[config.mk]
export PLATFORM = sky130hd
export DESIGN_NAME = prism_trace_fifo
export DESIGN_NICKNAME = d
export VERILOG_FILES = /design/src/rtl/prism_trace_fifo_pkg.sv /design/src/rtl/prism_trace_fifo_mem.sv /design/src/rtl/prism_trace_fifo.sv
export SDC_FILE = /design/constraint.sdc
export NUM_CORES = 1
export LEC_CHECK = 0
export ABC_AREA = 1
export CORE_MARGIN = 10
export CORE_UTILIZATION = 39
export CTS_CLUSTER_SIZE = 14
export DETAILED_ROUTE_END_ITERATION = 10
export GPL_TIMING_DRIVEN = 0
export PLACE_DENSITY = 0.66
export SLEW_MARGIN = 20
export SYNTH_ARGS = -nofsm -noshare
export SYNTH_HDL_FRONTEND = slang
export SYNTH_SLANG_ARGS = --single-unit
export TNS_END_PERCENT = 50
[constraint.sdc]
create_clock -name clk -period 3.6 [get_ports clk]
set_input_delay 0.72 -clock clk [delete_from_list [all_inputs] [get_ports clk]]
set_output_delay 0.72 -clock clk [all_outputs]
set_load 0.01 [all_outputs]
[src/rtl/prism_trace_fifo_pkg.sv]
// Shared constants for the PRISM FSM output trace FIFO: default sizes,
// entry field layout and status bit positions of the host read word.
package prism_trace_fifo_pkg;

    // Default block sizing
    localparam int DEF_DATA_W = 13;
    localparam int DEF_TS_W   = 16;
    localparam int DEF_DEPTH  = 8;
    localparam int DEF_LVL_W  = 4;

    // Stored entry layout: {cond, data[12:0], ts[15:0]}
    localparam int ENT_TS_LSB   = 0;
    localparam int ENT_DATA_LSB = 16;
    localparam int ENT_COND_BIT = 29;
    localparam int ENT_W        = 30;

    // Status bits placed above the entry in the host read word
    localparam int RD_OVF_BIT   = 30;
    localparam int RD_VALID_BIT = 31;

endpackage

[src/rtl/prism_trace_fifo_mem.sv]
// Trace entry storage: DEPTH x ENT_W register file, one synchronous write
// port and one asynchronous read port. Contents are not reset; validity is
// tracked by the level counter in the parent.
module prism_trace_mem
    import prism_trace_fifo_pkg::*;
#(
    parameter int DEPTH = DEF_DEPTH,
    parameter int W     = ENT_W,
    parameter int PTR_W = $clog2(DEF_DEPTH)
) (
    input  logic             clk,
    input  logic             i_we,
    input  logic [PTR_W-1:0] i_waddr,
    input  logic [W-1:0]     i_wdata,
    input  logic [PTR_W-1:0] i_raddr,
    output logic [W-1:0]     o_rdata
);

    logic [W-1:0] r_mem [DEPTH];

    // Write the incoming entry into the addressed slot
    always_ff @(posedge clk) begin
        if (i_we) begin
            r_mem[i_waddr] <= i_wdata;
        end
    end

    assign o_rdata = r_mem[i_raddr];

endmodule

[src/rtl/prism_trace_fifo.sv]
// PRISM trace FIFO: timestamps every change of the FSM output bus and
// condition bit, queues the entries for the host, and raises an interrupt
// on a fill threshold or on overflow.
module prism_trace_fifo
    import prism_trace_fifo_pkg::*;
#(
    parameter int DATA_W = DEF_DATA_W,
    parameter int TS_W   = DEF_TS_W,
    parameter int DEPTH  = DEF_DEPTH,
    parameter int LVL_W  = DEF_LVL_W
) (
    input  logic              clk,
    input  logic              rst_n,
    input  logic              enable,
    input  logic              clear,
    input  logic [DATA_W-1:0] out_data,
    input  logic              cond_out,
    input  logic              rd_pop,
    input  logic [LVL_W-1:0]  thresh,
    output logic [31:0]       rd_data,
    output logic [LVL_W-1:0]  level,
    output logic              irq
);

    localparam int PTR_W = $clog2(DEPTH);
    localparam int SMP_W = DATA_W + 1;
    localparam logic [LVL_W-1:0] LVL_FULL = LVL_W'(DEPTH);
    localparam logic [LVL_W-1:0] LVL_ZERO = {LVL_W{1'b0}};
    localparam logic [LVL_W-1:0] LVL_ONE  = LVL_W'(1);

    logic [TS_W-1:0]  r_ts;
    logic [SMP_W-1:0] r_prev;
    logic             r_armed;
    logic [PTR_W-1:0] r_wr_ptr;
    logic [PTR_W-1:0] r_rd_ptr;
    logic [LVL_W-1:0] r_level;
    logic             r_ovf;
    logic             r_irq;

    logic [SMP_W-1:0] w_sample;
    logic [ENT_W-1:0] w_entry;
    logic [ENT_W-1:0] w_head;
    logic             w_full;
    logic             w_push_req;
    logic             w_pop_ok;
    logic             w_push_ok;
    logic             w_we;
    logic [LVL_W-1:0] w_level_nxt;
    logic             w_ovf_nxt;
    logic             w_irq_nxt;

    assign w_sample = {cond_out, out_data};
    assign w_entry  = {cond_out, out_data, r_ts};

    // Push/pop arbitration, next-state level/overflow and interrupt
    always_comb begin
        w_full      = 1'b0;
        w_push_req  = 1'b0;
        w_pop_ok    = 1'b0;
        w_push_ok   = 1'b0;
        w_we        = 1'b0;
        w_level_nxt = r_level;
        w_ovf_nxt   = r_ovf;
        w_irq_nxt   = 1'b0;

        w_full     = (r_level == LVL_FULL);
        w_push_req = enable && (r_armed || (w_sample != r_prev));
        w_pop_ok   = rd_pop && (r_level != LVL_ZERO);
        // A full FIFO still accepts a push when the head leaves the same cycle
        w_push_ok  = w_push_req && (!w_full || w_pop_ok);

        if (clear) begin
            w_we        = 1'b0;
            w_level_nxt = LVL_ZERO;
            w_ovf_nxt   = 1'b0;
        end else begin
            w_we = w_push_ok;
            case ({w_push_ok, w_pop_ok})
                2'b10:   w_level_nxt = r_level + LVL_ONE;
                2'b01:   w_level_nxt = r_level - LVL_ONE;
                default: w_level_nxt = r_level;
            endcase
            w_ovf_nxt = r_ovf || (w_push_req && w_full && !w_pop_ok);
        end

        w_irq_nxt = ((thresh != LVL_ZERO) && (w_level_nxt >= thresh)) || w_ovf_nxt;
    end

    // Timestamp, change-detect history and re-arm flag
    always_ff @(posedge clk or negedge rst_n) begin
        if (!rst_n) begin
            r_ts    <= {TS_W{1'b0}};
            r_prev  <= {SMP_W{1'b0}};
            r_armed <= 1'b1;
        end else begin
            if (clear) begin
                r_ts <= {TS_W{1'b0}};
            end else if (enable) begin
                r_ts <= r_ts + TS_W'(1);
            end
            if (enable) begin
                r_prev <= w_sample;
            end
            // Re-arm whenever capture is idle or flushed so the next enabled
            // cycle always produces an entry
            r_armed <= clear || !enable;
        end
    end

    // FIFO pointers, fill level, sticky overflow and registered interrupt
    always_ff @(posedge clk or negedge rst_n) begin
        if (!rst_n) begin
            r_wr_ptr <= {PTR_W{1'b0}};
            r_rd_ptr <= {PTR_W{1'b0}};
            r_level  <= LVL_ZERO;
            r_ovf    <= 1'b0;
            r_irq    <= 1'b0;
        end else begin
            if (clear) begin
                r_wr_ptr <= {PTR_W{1'b0}};
                r_rd_ptr <= {PTR_W{1'b0}};
            end else begin
                if (w_push_ok) begin
                    r_wr_ptr <= r_wr_ptr + PTR_W'(1);
                end
                if (w_pop_ok) begin
                    r_rd_ptr <= r_rd_ptr + PTR_W'(1);
                end
            end
            r_level <= w_level_nxt;
            r_ovf   <= w_ovf_nxt;
            r_irq   <= w_irq_nxt;
        end
    end

    prism_trace_mem #(
        .DEPTH (DEPTH),
        .W     (ENT_W),
        .PTR_W (PTR_W)
    ) u_mem (
        .clk     (clk),
        .i_we    (w_we),
        .i_waddr (r_wr_ptr),
        .i_wdata (w_entry),
        .i_raddr (r_rd_ptr),
        .o_rdata (w_head)
    );

    // Host read word: head entry with status, entry field masked when empty
    always_comb begin
        rd_data = 32'h0000_0000;
        if (r_level != LVL_ZERO) begin
            rd_data = {1'b1, r_ovf, w_head};
        end else begin
            rd_data = {1'b0, r_ovf, {ENT_W{1'b0}}};
        end
    end

    assign level = r_level;
    assign irq   = r_irq;

endmodule

==> qor.txt <==
Status: finished clean
Crit. Startpoint: r_rd_ptr[0]
DP Cell Count: 1464
Site row count: 63
Via count: 7932
CP Cell Sequence: inv_2, buf_2, buf_2, o21ai_0, o22ai_1, o21ai_0, a31oi_1, clkdlybuf4s50_1
Syn_nets: 1040
Die Y: 193 microns
1st-pass router iterations: 5
IO buf count: 58
Yosys warning total: 0
Syn avg cell area: 11.6 sq um
Post-CTS setup buffers: 0
Final Slew Violations: 0
Max Fanout on Critical Path: 10
Worst hold path type: input port to async pin
Clk_skew: 0.00938 ns
PD cells: 665 mW/mm^2
Clock sink total: 283
CTS hold repair buffers: 0
Fin crit share: 0.975
Share of layout cells above drive strength 1: 0.115
Wire length per cell: 19.8 microns
Data arrival time of the critical path: 2.79 ns
CTS buffer count: 29
Worst path required time: 2.88 ns
Fin nets: 1137
Post-CTS sizing: 39
Core area: 0.0296 sq mm
DRT iter0 DRCs: 810
Post-synth top flop: edfxtp_1
Initial Util: 0.394
Cell Count, Final, Fillers Out: 1517
Post-Synthesis Cells: 1007
Multi-input combinational cell area: 0.00302 sq mm
DRC violation count after routing: 0
Min Tclk post-route: 3.51 ns
RSZ-0062 raised after global routing: yes
CTS tree: yes
Gr usage total: 0.159
Vias/cell: 5.23
Largest net degree at the start of global routing: 24
Leak: 5.08 nW
Hpwl dp: 19.2 mm
Fin Setup TNS: 0 ns
Actual slew at the worst max-slew pin: 0.736 ns
Layout area overhead: 20.3%
Crit path largest cell delay: 0.59 ns
Synthesized area: 0.0117 sq mm
Antenna-violating nets left: 0
Filler instances: 2648
CP Capture Type: primary output
Worst path slowest cell: clkdlybuf4s50_1
EDFF count, synth: 240
Clock slew seen by the registers of the worst setup and hold paths: 0.06 ns
H-tree Lvls: 1
Drt total wl: 30.0 mm
Maximum clock frequency: 285 MHz
First-pass GRT wire length: 45.7 mm
Clock Latency Late Sink: 0.53 ns
Synth cell types: 38
Maximum vdd drop: 0.000385 V
Async SR Flop Fraction: 0.152
Setup Viol. Count Final: 0
Slew Limit Headroom: 0.509
Remaining Overflow, GRT: 0
Die width: 193 microns
Antenna violations before repair: 1
RR Startpoint: level[0]
Die Area: 0.0372 sq mm
Sequential share of the synthesized area: 0.711
Number of global-route vias before repair: 7948
Final core utilization: 0.474
CP startpoint kind: flop
FF+latch area: 0.00828 sq mm
Clock Path Buffers: 3
GP Congestion: 0.800
Yosys reg bits: 283
Hold Violations, Final: 0
Critical path class: flop to primary output
Clk root buf: clkbuf_16
Top-Level Pins: 60
MaxCap Viol Count: 0
## critical path: cells and delay by family (launching register included)
family	cells	cell delay, ns
compound gates	4	0.64
buf+inv	4	1.17
flops	1	0.44
## path summary, 6_finish.rpt
path | to | slack (ns) | cells past startpoint
min reg2reg | r_prev[10] | 0.53 | 2
min in group clk | u_mem.r_mem[0][27] | 0.50 | 1
max | rd_data[24] | 0.09 | 8
min | irq | 0.19 | 1
max reg2reg | irq | 0.34 | 21
max in group asynchronous | r_ts[8] | 2.88 | 2
## synthesized netlist by cell type, types with 8 or more instances
master | number | area, sq um
nand3_1 | 12 | 60.1
a21oi_1 | 13 | 65.1
nor2_1 | 217 | 815
ha_1 | 9 | 113
o21ai_1 | 8 | 40.0
nand2_1 | 90 | 338
edfxtp_1 | 240 | 7210
o21ai_0 | 171 | 856
clkbuf_1 | 46 | 173
o22ai_1 | 30 | 188
a31oi_1 | 31 | 194
inv_1 | 55 | 206
dfrtp_1 | 42 | 1050
## sequential cells by signal, indices dropped and copies added, names as in the netlist
signal	cells
u_mem.r_mem	240
r_wr_ptr	3
r_prev	14
r_ovf	1
irq	1
r_armed	1
level	4
r_ts	16
r_rd_ptr	3
## report_power, final
part / switching [mW] / internal (mW) / leakage, nW
Clock: 1.22 / 1.86 / 0.471
Sequential: 0.0705 / 3.64 / 2.72
Combinational: 1.55 / 0.975 / 1.89
Total: 2.84 / 6.48 / 5.08
## cells by family (layout without fill, tap and decap cells)
logic type,after synthesis,in the layout,synth area share
flip-flops,283,283,0.711
other,0,1,0
adder cells (fa/ha/maj),10,10,0.0114
XOR/XNOR,2,2,0.00150
AO/OA/AOI/OAI,261,261,0.121
buffers and inverters,114,233,0.0382
AND/OR/NAND/NOR,337,337,0.118
## layer usage
| metal | global-route usage | up-vias | wire, microns |
|---|---|---|---|
| li1 | - | 3768 | - |
| met1 | 0.208 | 3885 | 13000 |
| met2 | 0.264 | 242 | 14300 |
| met3 | 0.0295 | 37 | 2010 |
| met4 | 0.0479 | 0 | 648 |
| met5 | 0 | - | 0 |
## through the flow
step	worst slack (ns)	power, mW	hold WS (ns)	cell area [sq um]
final	0.0897	9.32	0.186	14000
after global placement	-1.64	6.21	0.481	12700
after CTS	0.000156	9.36	0.186	14000
after global routing	-0.0274	9.75	0.200	14000
after floorplan	0.470	5.07	0.424	11700
after detailed placement	-0.755	6.28	0.491	13000
## cell type report
cell class                 count  area share
timing repair buffer          67      0.0542
buffer                        55      0.0194
tap                          390      0.0348
clock buffer                  41      0.0585
inverter                      58      0.0155
sequential                   283       0.591
clock inverter                12      0.0117
antenna                        1    0.000178
multi-input combinational    610       0.215
## placed cells by master, fill, tap and decap left out, drive strengths merged
| cell | Yosys | layout |
|---|---|---|
| bufinv | 0 | 4 |
| o21ai | 179 | 179 |
| dfstp | 1 | 1 |
| a31oi | 31 | 31 |
| nor3 | 2 | 2 |
| and3 | 1 | 1 |
| dfrtp | 42 | 42 |
| clkinvlp | 0 | 3 |
| edfxtp | 240 | 240 |
| nor3b | 1 | 1 |
| dlymetal6s2s | 0 | 1 |
| o22ai | 30 | 30 |
| nand2 | 93 | 93 |
| nand4 | 5 | 5 |
| clkdlybuf4s50 | 0 | 42 |
| clkinv | 2 | 7 |
| buf | 10 | 28 |
| fa | 1 | 1 |
| xnor2 | 2 | 2 |
| o211ai | 1 | 1 |
| o21a | 2 | 2 |
| a221oi | 1 | 1 |
| nor2 | 220 | 220 |
| a21oi | 13 | 13 |
| diode | 0 | 1 |
| ha | 9 | 9 |
| a211oi | 2 | 2 |
| nand3 | 15 | 15 |
| inv | 56 | 56 |
| clkbuf | 46 | 92 |
| o221ai | 1 | 1 |
| o41ai | 1 | 1 |
Note: power is estimated with default switching activity, not from simulation.
